<file path="src/rtl/sd_sector_server_pkg.sv">
// Shared SD sector-server definitions: sector geometry, FSM state encoding and
// a helper that tells which states belong to an active transfer.
package sd_sector_server_pkg;

  localparam int SD_ADDR_W       = 9;
  localparam int SD_SECTOR_BYTES = 512;

  typedef logic [2:0] sd_state_t;

  localparam sd_state_t ST_IDLE    = 3'd0;
  localparam sd_state_t ST_CMD     = 3'd1;
  localparam sd_state_t ST_RD_DATA = 3'd2;
  localparam sd_state_t ST_WR_ADDR = 3'd3;
  localparam sd_state_t ST_WR_CAP  = 3'd4;
  localparam sd_state_t ST_WR_SEND = 3'd5;
  localparam sd_state_t ST_DONE    = 3'd6;

  function automatic logic sd_state_active(input sd_state_t st);
    logic act;
    case (st)
      ST_CMD, ST_RD_DATA, ST_WR_ADDR, ST_WR_CAP, ST_WR_SEND: act = 1'b1;
      default:                                              act = 1'b0;
    endcase
    return act;
  endfunction

endpackage

</file>
<file path="src/rtl/sd_sector_server.sv">
// Serves one sector per core request: forwards the command to the host, then
// streams sector bytes host->core buffer (read) or core buffer->host (write).
module sd_sector_server
  import sd_sector_server_pkg::*;
#(
  parameter int ADDR_W = SD_ADDR_W
) (
  input  logic              clk_sys,
  input  logic              reset,
  input  logic [31:0]       sd_lba,
  input  logic              sd_rd,
  input  logic              sd_wr,
  output logic              sd_ack,
  output logic [ADDR_W-1:0] sd_buff_addr,
  output logic [7:0]        sd_buff_dout,
  input  logic [7:0]        sd_buff_din,
  output logic              sd_buff_wr,
  output logic              host_cmd_valid,
  input  logic              host_cmd_ready,
  output logic [31:0]       host_cmd_lba,
  output logic              host_cmd_write,
  input  logic              host_rd_valid,
  input  logic [7:0]        host_rd_data,
  output logic              host_rd_ready,
  output logic              host_wr_valid,
  output logic [7:0]        host_wr_data,
  input  logic              host_wr_ready
);

  localparam int CNT_W = ADDR_W + 1;

  sd_state_t          state_q, state_d;
  logic [CNT_W-1:0]   cnt_q, cnt_d;
  logic               sd_ack_q, sd_ack_d;
  logic [ADDR_W-1:0]  sd_buff_addr_q, sd_buff_addr_d;
  logic [7:0]         sd_buff_dout_q, sd_buff_dout_d;
  logic               sd_buff_wr_q, sd_buff_wr_d;
  logic               host_cmd_valid_q, host_cmd_valid_d;
  logic [31:0]        host_cmd_lba_q, host_cmd_lba_d;
  logic               host_cmd_write_q, host_cmd_write_d;
  logic               host_rd_ready_q, host_rd_ready_d;
  logic               host_wr_valid_q, host_wr_valid_d;
  logic [7:0]         host_wr_data_q, host_wr_data_d;

  // Next-state, counter and datapath; every output is registered from state_d.
  always_comb begin
    state_d          = state_q;
    cnt_d            = cnt_q;
    sd_buff_addr_d   = sd_buff_addr_q;
    sd_buff_dout_d   = sd_buff_dout_q;
    sd_buff_wr_d     = 1'b0;
    host_cmd_lba_d   = host_cmd_lba_q;
    host_cmd_write_d = host_cmd_write_q;
    host_wr_data_d   = host_wr_data_q;

    case (state_q)
      ST_IDLE: begin
        if (sd_rd) begin
          host_cmd_lba_d   = sd_lba;
          host_cmd_write_d = 1'b0;
          state_d          = ST_CMD;
        end else if (sd_wr) begin
          host_cmd_lba_d   = sd_lba;
          host_cmd_write_d = 1'b1;
          state_d          = ST_CMD;
        end else begin
          state_d = ST_IDLE;
        end
      end
      ST_CMD: begin
        if (host_cmd_valid_q && host_cmd_ready) begin
          cnt_d   = '0;
          state_d = host_cmd_write_q ? ST_WR_ADDR : ST_RD_DATA;
        end else begin
          state_d = ST_CMD;
        end
      end
      ST_RD_DATA: begin
        // Terminal count: the last strobe is on the bus this cycle, ack still high.
        if (cnt_q[ADDR_W]) begin
          state_d = ST_DONE;
        end else if (host_rd_ready_q && host_rd_valid) begin
          sd_buff_dout_d = host_rd_data;
          sd_buff_addr_d = cnt_q[ADDR_W-1:0];
          sd_buff_wr_d   = 1'b1;
          cnt_d          = cnt_q + CNT_W'(1);
        end else begin
          state_d = ST_RD_DATA;
        end
      end
      ST_WR_ADDR: begin
        state_d = ST_WR_CAP;
      end
      ST_WR_CAP: begin
        host_wr_data_d = sd_buff_din;
        state_d        = ST_WR_SEND;
      end
      ST_WR_SEND: begin
        if (host_wr_valid_q && host_wr_ready) begin
          cnt_d   = cnt_q + CNT_W'(1);
          state_d = cnt_d[ADDR_W] ? ST_DONE : ST_WR_ADDR;
        end else begin
          state_d = ST_WR_SEND;
        end
      end
      ST_DONE: begin
        state_d = ST_IDLE;
      end
      default: begin
        state_d = ST_IDLE;
      end
    endcase

    // The buffer address for a write byte is presented during WR_ADDR.
    if (state_d == ST_WR_ADDR) begin
      sd_buff_addr_d = cnt_d[ADDR_W-1:0];
    end else begin
      sd_buff_addr_d = sd_buff_addr_d;
    end

    sd_ack_d         = sd_state_active(state_d);
    host_cmd_valid_d = (state_d == ST_CMD);
    host_rd_ready_d  = (state_d == ST_RD_DATA) && !cnt_d[ADDR_W];
    host_wr_valid_d  = (state_d == ST_WR_SEND);
  end

  // State and output registers with synchronous reset.
  always_ff @(posedge clk_sys) begin
    if (reset) begin
      state_q          <= ST_IDLE;
      cnt_q            <= '0;
      sd_ack_q         <= 1'b0;
      sd_buff_addr_q   <= '0;
      sd_buff_dout_q   <= 8'h00;
      sd_buff_wr_q     <= 1'b0;
      host_cmd_valid_q <= 1'b0;
      host_cmd_lba_q   <= 32'h0000_0000;
      host_cmd_write_q <= 1'b0;
      host_rd_ready_q  <= 1'b0;
      host_wr_valid_q  <= 1'b0;
      host_wr_data_q   <= 8'h00;
    end else begin
      state_q          <= state_d;
      cnt_q            <= cnt_d;
      sd_ack_q         <= sd_ack_d;
      sd_buff_addr_q   <= sd_buff_addr_d;
      sd_buff_dout_q   <= sd_buff_dout_d;
      sd_buff_wr_q     <= sd_buff_wr_d;
      host_cmd_valid_q <= host_cmd_valid_d;
      host_cmd_lba_q   <= host_cmd_lba_d;
      host_cmd_write_q <= host_cmd_write_d;
      host_rd_ready_q  <= host_rd_ready_d;
      host_wr_valid_q  <= host_wr_valid_d;
      host_wr_data_q   <= host_wr_data_d;
    end
  end

  assign sd_ack         = sd_ack_q;
  assign sd_buff_addr   = sd_buff_addr_q;
  assign sd_buff_dout   = sd_buff_dout_q;
  assign sd_buff_wr     = sd_buff_wr_q;
  assign host_cmd_valid = host_cmd_valid_q;
  assign host_cmd_lba   = host_cmd_lba_q;
  assign host_cmd_write = host_cmd_write_q;
  assign host_rd_ready  = host_rd_ready_q;
  assign host_wr_valid  = host_wr_valid_q;
  assign host_wr_data   = host_wr_data_q;

endmodule
</file>
<file path="config.mk">
export PLATFORM = sky130hd
export DESIGN_NAME = sd_sector_server
export DESIGN_NICKNAME = d
export VERILOG_FILES = /design/src/rtl/sd_sector_server_pkg.sv /design/src/rtl/sd_sector_server.sv
export SDC_FILE = /design/constraint.sdc
export NUM_CORES = 1
export LEC_CHECK = 0
export CORE_MARGIN = 3
export CORE_UTILIZATION = 60
export CTS_CLUSTER_DIAMETER = 150
export DETAILED_ROUTE_END_ITERATION = 16
export DONT_BUFFER_PORTS = 1
export PLACE_DENSITY = 0.76
export SLEW_MARGIN = 20
export SYNTH_ARGS = -nofsm -noshare
export SYNTH_HDL_FRONTEND = slang
export SYNTH_SLANG_ARGS = --single-unit
</file>
<file path="constraint.sdc">
create_clock -name clk_sys -period 4 [get_ports clk_sys]
set_input_delay 0.6 -clock clk_sys [delete_from_list [all_inputs] [get_ports clk_sys]]
set_output_delay 0.6 -clock clk_sys [all_outputs]
set_load 0.02 [all_outputs]
</file>
==> out/qor.tcl <==
set qor(drv_cap) 0
set qor(grt_start_max_net_pins) 76
set qor(critical-path-max-stage-delay_ns) 0.59
set qor(power_per_cell_area_mw_per_mm2) 469
set qor(holdPathStages) 1
set qor(timing.hold.worst_endpoint) {cnt_q[0]}
set qor(yosysTopAreaCell) {sky130_fd_sc_hd__dfxtp_1}
set qor(synth_area_per_cell_sq_um) 8.32
set qor(antenna_found_initial) 0
set qor(die-width_microns) 77.8
set qor(peak_supply_drop_uv) 290
set qor(ctsRootBufferMaster) {sky130_fd_sc_hd__clkbuf_8}
set qor(place.detailed.hpwl_mm) 4.86
set qor(minimum_clock_period_ns) 2.45
set qor(power_leakage_nw) 1.16
set qor(ctsHtreeMaxLevel) 3
set qor(timing.final.hold_violations) 0
set qor(ant_nets) 0
set qor(clock-skew-final_ns) 0.00666
set qor(critical_register_to_register_path_endpoint) {sd_buff_addr[8]}
set qor(floorplan.initialDensity_pct) 63.9
set qor(crit_path_cell_trace) {and4b_1, nand2_1, nand2_1, a311oi_1, mux2_2}
set qor(cts.repair.resized) 0
set qor(io_pins) 118
set qor(crit_path_arrival_time_ns) 2.73
set qor(antenna_cells) 0
set qor(critical_path_fanout_max) 21
set qor(synth_cells) 372
set qor(coreArea_sq_mm) 0.00485
set qor(synth.top_cell.area_share_pct) 49.1
set qor(synthFlopType) {sky130_fd_sc_hd__dfxtp_1}
set qor(first_pass_iters) 5
set qor(status) {completed}
set qor(detailroute.via_count) 2524
set qor(die_height_microns) 77.8
set qor(num-nets-final) 416
set qor(clock_latency_ns) 0.33
set qor(detail_route.wl_per_cell_microns) 16.1
set qor(critical-path-top-cell-by-count) {sky130_fd_sc_hd__nand2_1}
set qor(cts-buffers-inserted) 9
set qor(finalSetupTns_ns) 0
set qor(design.die.area_sq_mm) 0.00606
set qor(cp_slowest_cell) {sky130_fd_sc_hd__dfxtp_1}
set qor(drc) 0
set qor(cts.repair_timing.setup_buffer_count) 0
set qor(timing.critical_path.from_type) {flip-flop}
set qor(tightestPinTransition_ns) 0.921
set qor(placed_area_sq_mm) 0.00309
set qor(hold_slack_ns) 0.341
set qor(place_congestion) 0.897
set qor(synth.net_count) 428
set qor(report.power.total_w) 0.00154
set qor(postSynthRegisterBits) 76
set qor(layout.core_utilization_pct) 67.7
set qor(drt_wl_total_mm) 6.94
set qor(route.detailed.vias_per_inst) 5.84
set qor(port_buffers) 0
set qor(layout_overhead_on_the_synthesized_area_pct) 5.98
set qor(rsz0062_at_grt) {false}
set qor(synth_cell_type_count) 52
set qor(worstHoldStart) {reset}
set qor(reg2reg_depth) 5
set qor(report.final.slew_viol_count) 0
set qor(synth-edff-count) 0
set qor(setup.reg_to_reg.worst_slack_ns) 1.55
set qor(netlist_area_sq_mm) 0.00310
set qor(r2r_start) {state_q[2]}
set qor(synth.yosys.warnings) 0
set qor(grt_pass1_wl_mm) 11.5
set qor(max-slew-margin-rel_pct) 38.5
set qor(cts_tree) {done}
set qor(fmax_mhz) 407
set qor(post_synth_most_frequent_cells) {110 x sky130_fd_sc_hd__nand2_1, 76 x sky130_fd_sc_hd__dfxtp_1, 53 x sky130_fd_sc_hd__a21oi_1}
set qor(worst-setup-path-type) {reg2reg}
set qor(critPathCaptureType) {flip-flop}
set qor(layout_cells_sized_above_1_pct) 9.59
set qor(setup_viol) 0
set qor(global_route.overflow_total) 0
set qor(clk_pin_slew_ns) 0.08
set qor(synth.area.top_cells) {sky130_fd_sc_hd__dfxtp_1 49%, sky130_fd_sc_hd__nand2_1 13%, sky130_fd_sc_hd__a21oi_1 8.6%}
set qor(post-route-cell-area_sq_mm) 0.00328
set qor(timing.hold.worst.class) {in2reg}
set qor(global_route.usage.total_pct) 23.7
set qor(num_rows) 25
set qor(asyncSetResetFlopFracSynth_pct) 0
set qor(longest_clk_path_bufs) 2
set qor(cts_hold_buf) 0
set qor(yosys.cell_count.top_type) {sky130_fd_sc_hd__nand2_1}
set qor(cp_data_required_time_ns) 4.28
set qor(drt_iter0_drc) 196
set qor(ys_seq_area_share_pct) 49.1
set qor(vias_in_the_first_global_route) 2471
set qor(clock_sinks) 76
set qor(period_utilization_post_route_pct) 61.4
set qor(cp-startpoint) {state_q[2]}
cell usage in the layout, fill, tap and decap left out, types with 2 or more instances in the layout:
master and count:
sky130_fd_sc_hd__o31ai_1 2, sky130_fd_sc_hd__a21oi_1 53, sky130_fd_sc_hd__a31oi_1 2, sky130_fd_sc_hd__nor4_1 3, sky130_fd_sc_hd__a41oi_1 2, sky130_fd_sc_hd__a311oi_1 9, sky130_fd_sc_hd__clkbuf_8 11, sky130_fd_sc_hd__nand4_1 2
sky130_fd_sc_hd__dfxtp_1 76, sky130_fd_sc_hd__mux2_2 7, sky130_fd_sc_hd__nor2b_1 4, sky130_fd_sc_hd__mux2i_1 8, sky130_fd_sc_hd__nor3_1 2, sky130_fd_sc_hd__nand2b_1 2, sky130_fd_sc_hd__and3_1 3, sky130_fd_sc_hd__nor2_1 21
sky130_fd_sc_hd__inv_1 3, sky130_fd_sc_hd__o21ai_0 4, sky130_fd_sc_hd__nand3_1 4, sky130_fd_sc_hd__nand2_1 110, sky130_fd_sc_hd__a211oi_1 3, sky130_fd_sc_hd__clkinvlp_4 2
power breakdown:
group          switching [W]  internal [W]  total [W]
registers          0.0000807      0.000797   0.000878
clock network       0.000271      0.000263   0.000533
logic              0.0000798     0.0000471   0.000127
final cells by class:
cell class	instances	area, sq um
Clock inverter	4	32.5
Timing Repair Buffer	1	7.51
Inverter	3	11.3
Sequential cell	76	1520
Fill cell	414	1570
Multi-Input combinational cell	269	1470
Tap cell	67	83.8
Clock buffer	12	155
kinds of logic after synthesis:
kind of cell / after synthesis / share of synthesized area [%]
AO/OA/AOI/OAI: 85 / 17.1
adder cells (fa/ha/maj): 1 / 0.404
buffers and inverters: 27 / 3.80
flip-flops: 76 / 49.1
multiplexers: 15 / 5.13
AND/OR/NAND/NOR: 168 / 24.5
flip-flops by register name (all words and copies together), names as in the netlist:
signal and flops:
host_wr_data 8, sd_buff_dout 8, sd_buff_wr 1, sd_buff_addr 9, state_q 3, host_cmd_valid 1, host_wr_valid 1, host_cmd_write 1
sd_ack 1, host_cmd_lba 32, host_rd_ready 1, cnt_q 10
per-stage QoR:
step | cells | setup WS [ns]
final | 432 | 1.55
after global routing | 432 | 1.32
after CTS | 432 | 1.52
after detailed placement | 416 | 1.56
after global placement | 416 | 1.66
after floorplan | 372 | 2.03
layer usage:
layer  up-vias  GRT usage [%]  routed length [microns]
met1      1150           27.3                     2710
met3        10           9.16                      717
met5         -              0                        0
li1       1259              -                        -
met2       105           38.2                     3420
met4         0           11.4                       86
worst max-delay path by stage:
stage | endpoint | slack (ns) | cells past startpoint
CTS | sd_buff_addr[8] | 1.52 | 5
finish | sd_buff_addr[8] | 1.55 | 5
floorplan | sd_buff_addr[2] | 2.03 | 6
global route | sd_buff_addr[8] | 1.32 | 5
global placement | sd_buff_addr[8] | 1.66 | 5
detailed placement | sd_buff_addr[8] | 1.56 | 5
critical path, delay by kind of cell (launching register included):
family,cells,cell delay [ns]
simple gates,3,1.18
compound gates,1,0.41
mux,1,0.21
flops,1,0.59
Note: power is estimated with default switching activity, not from simulation.
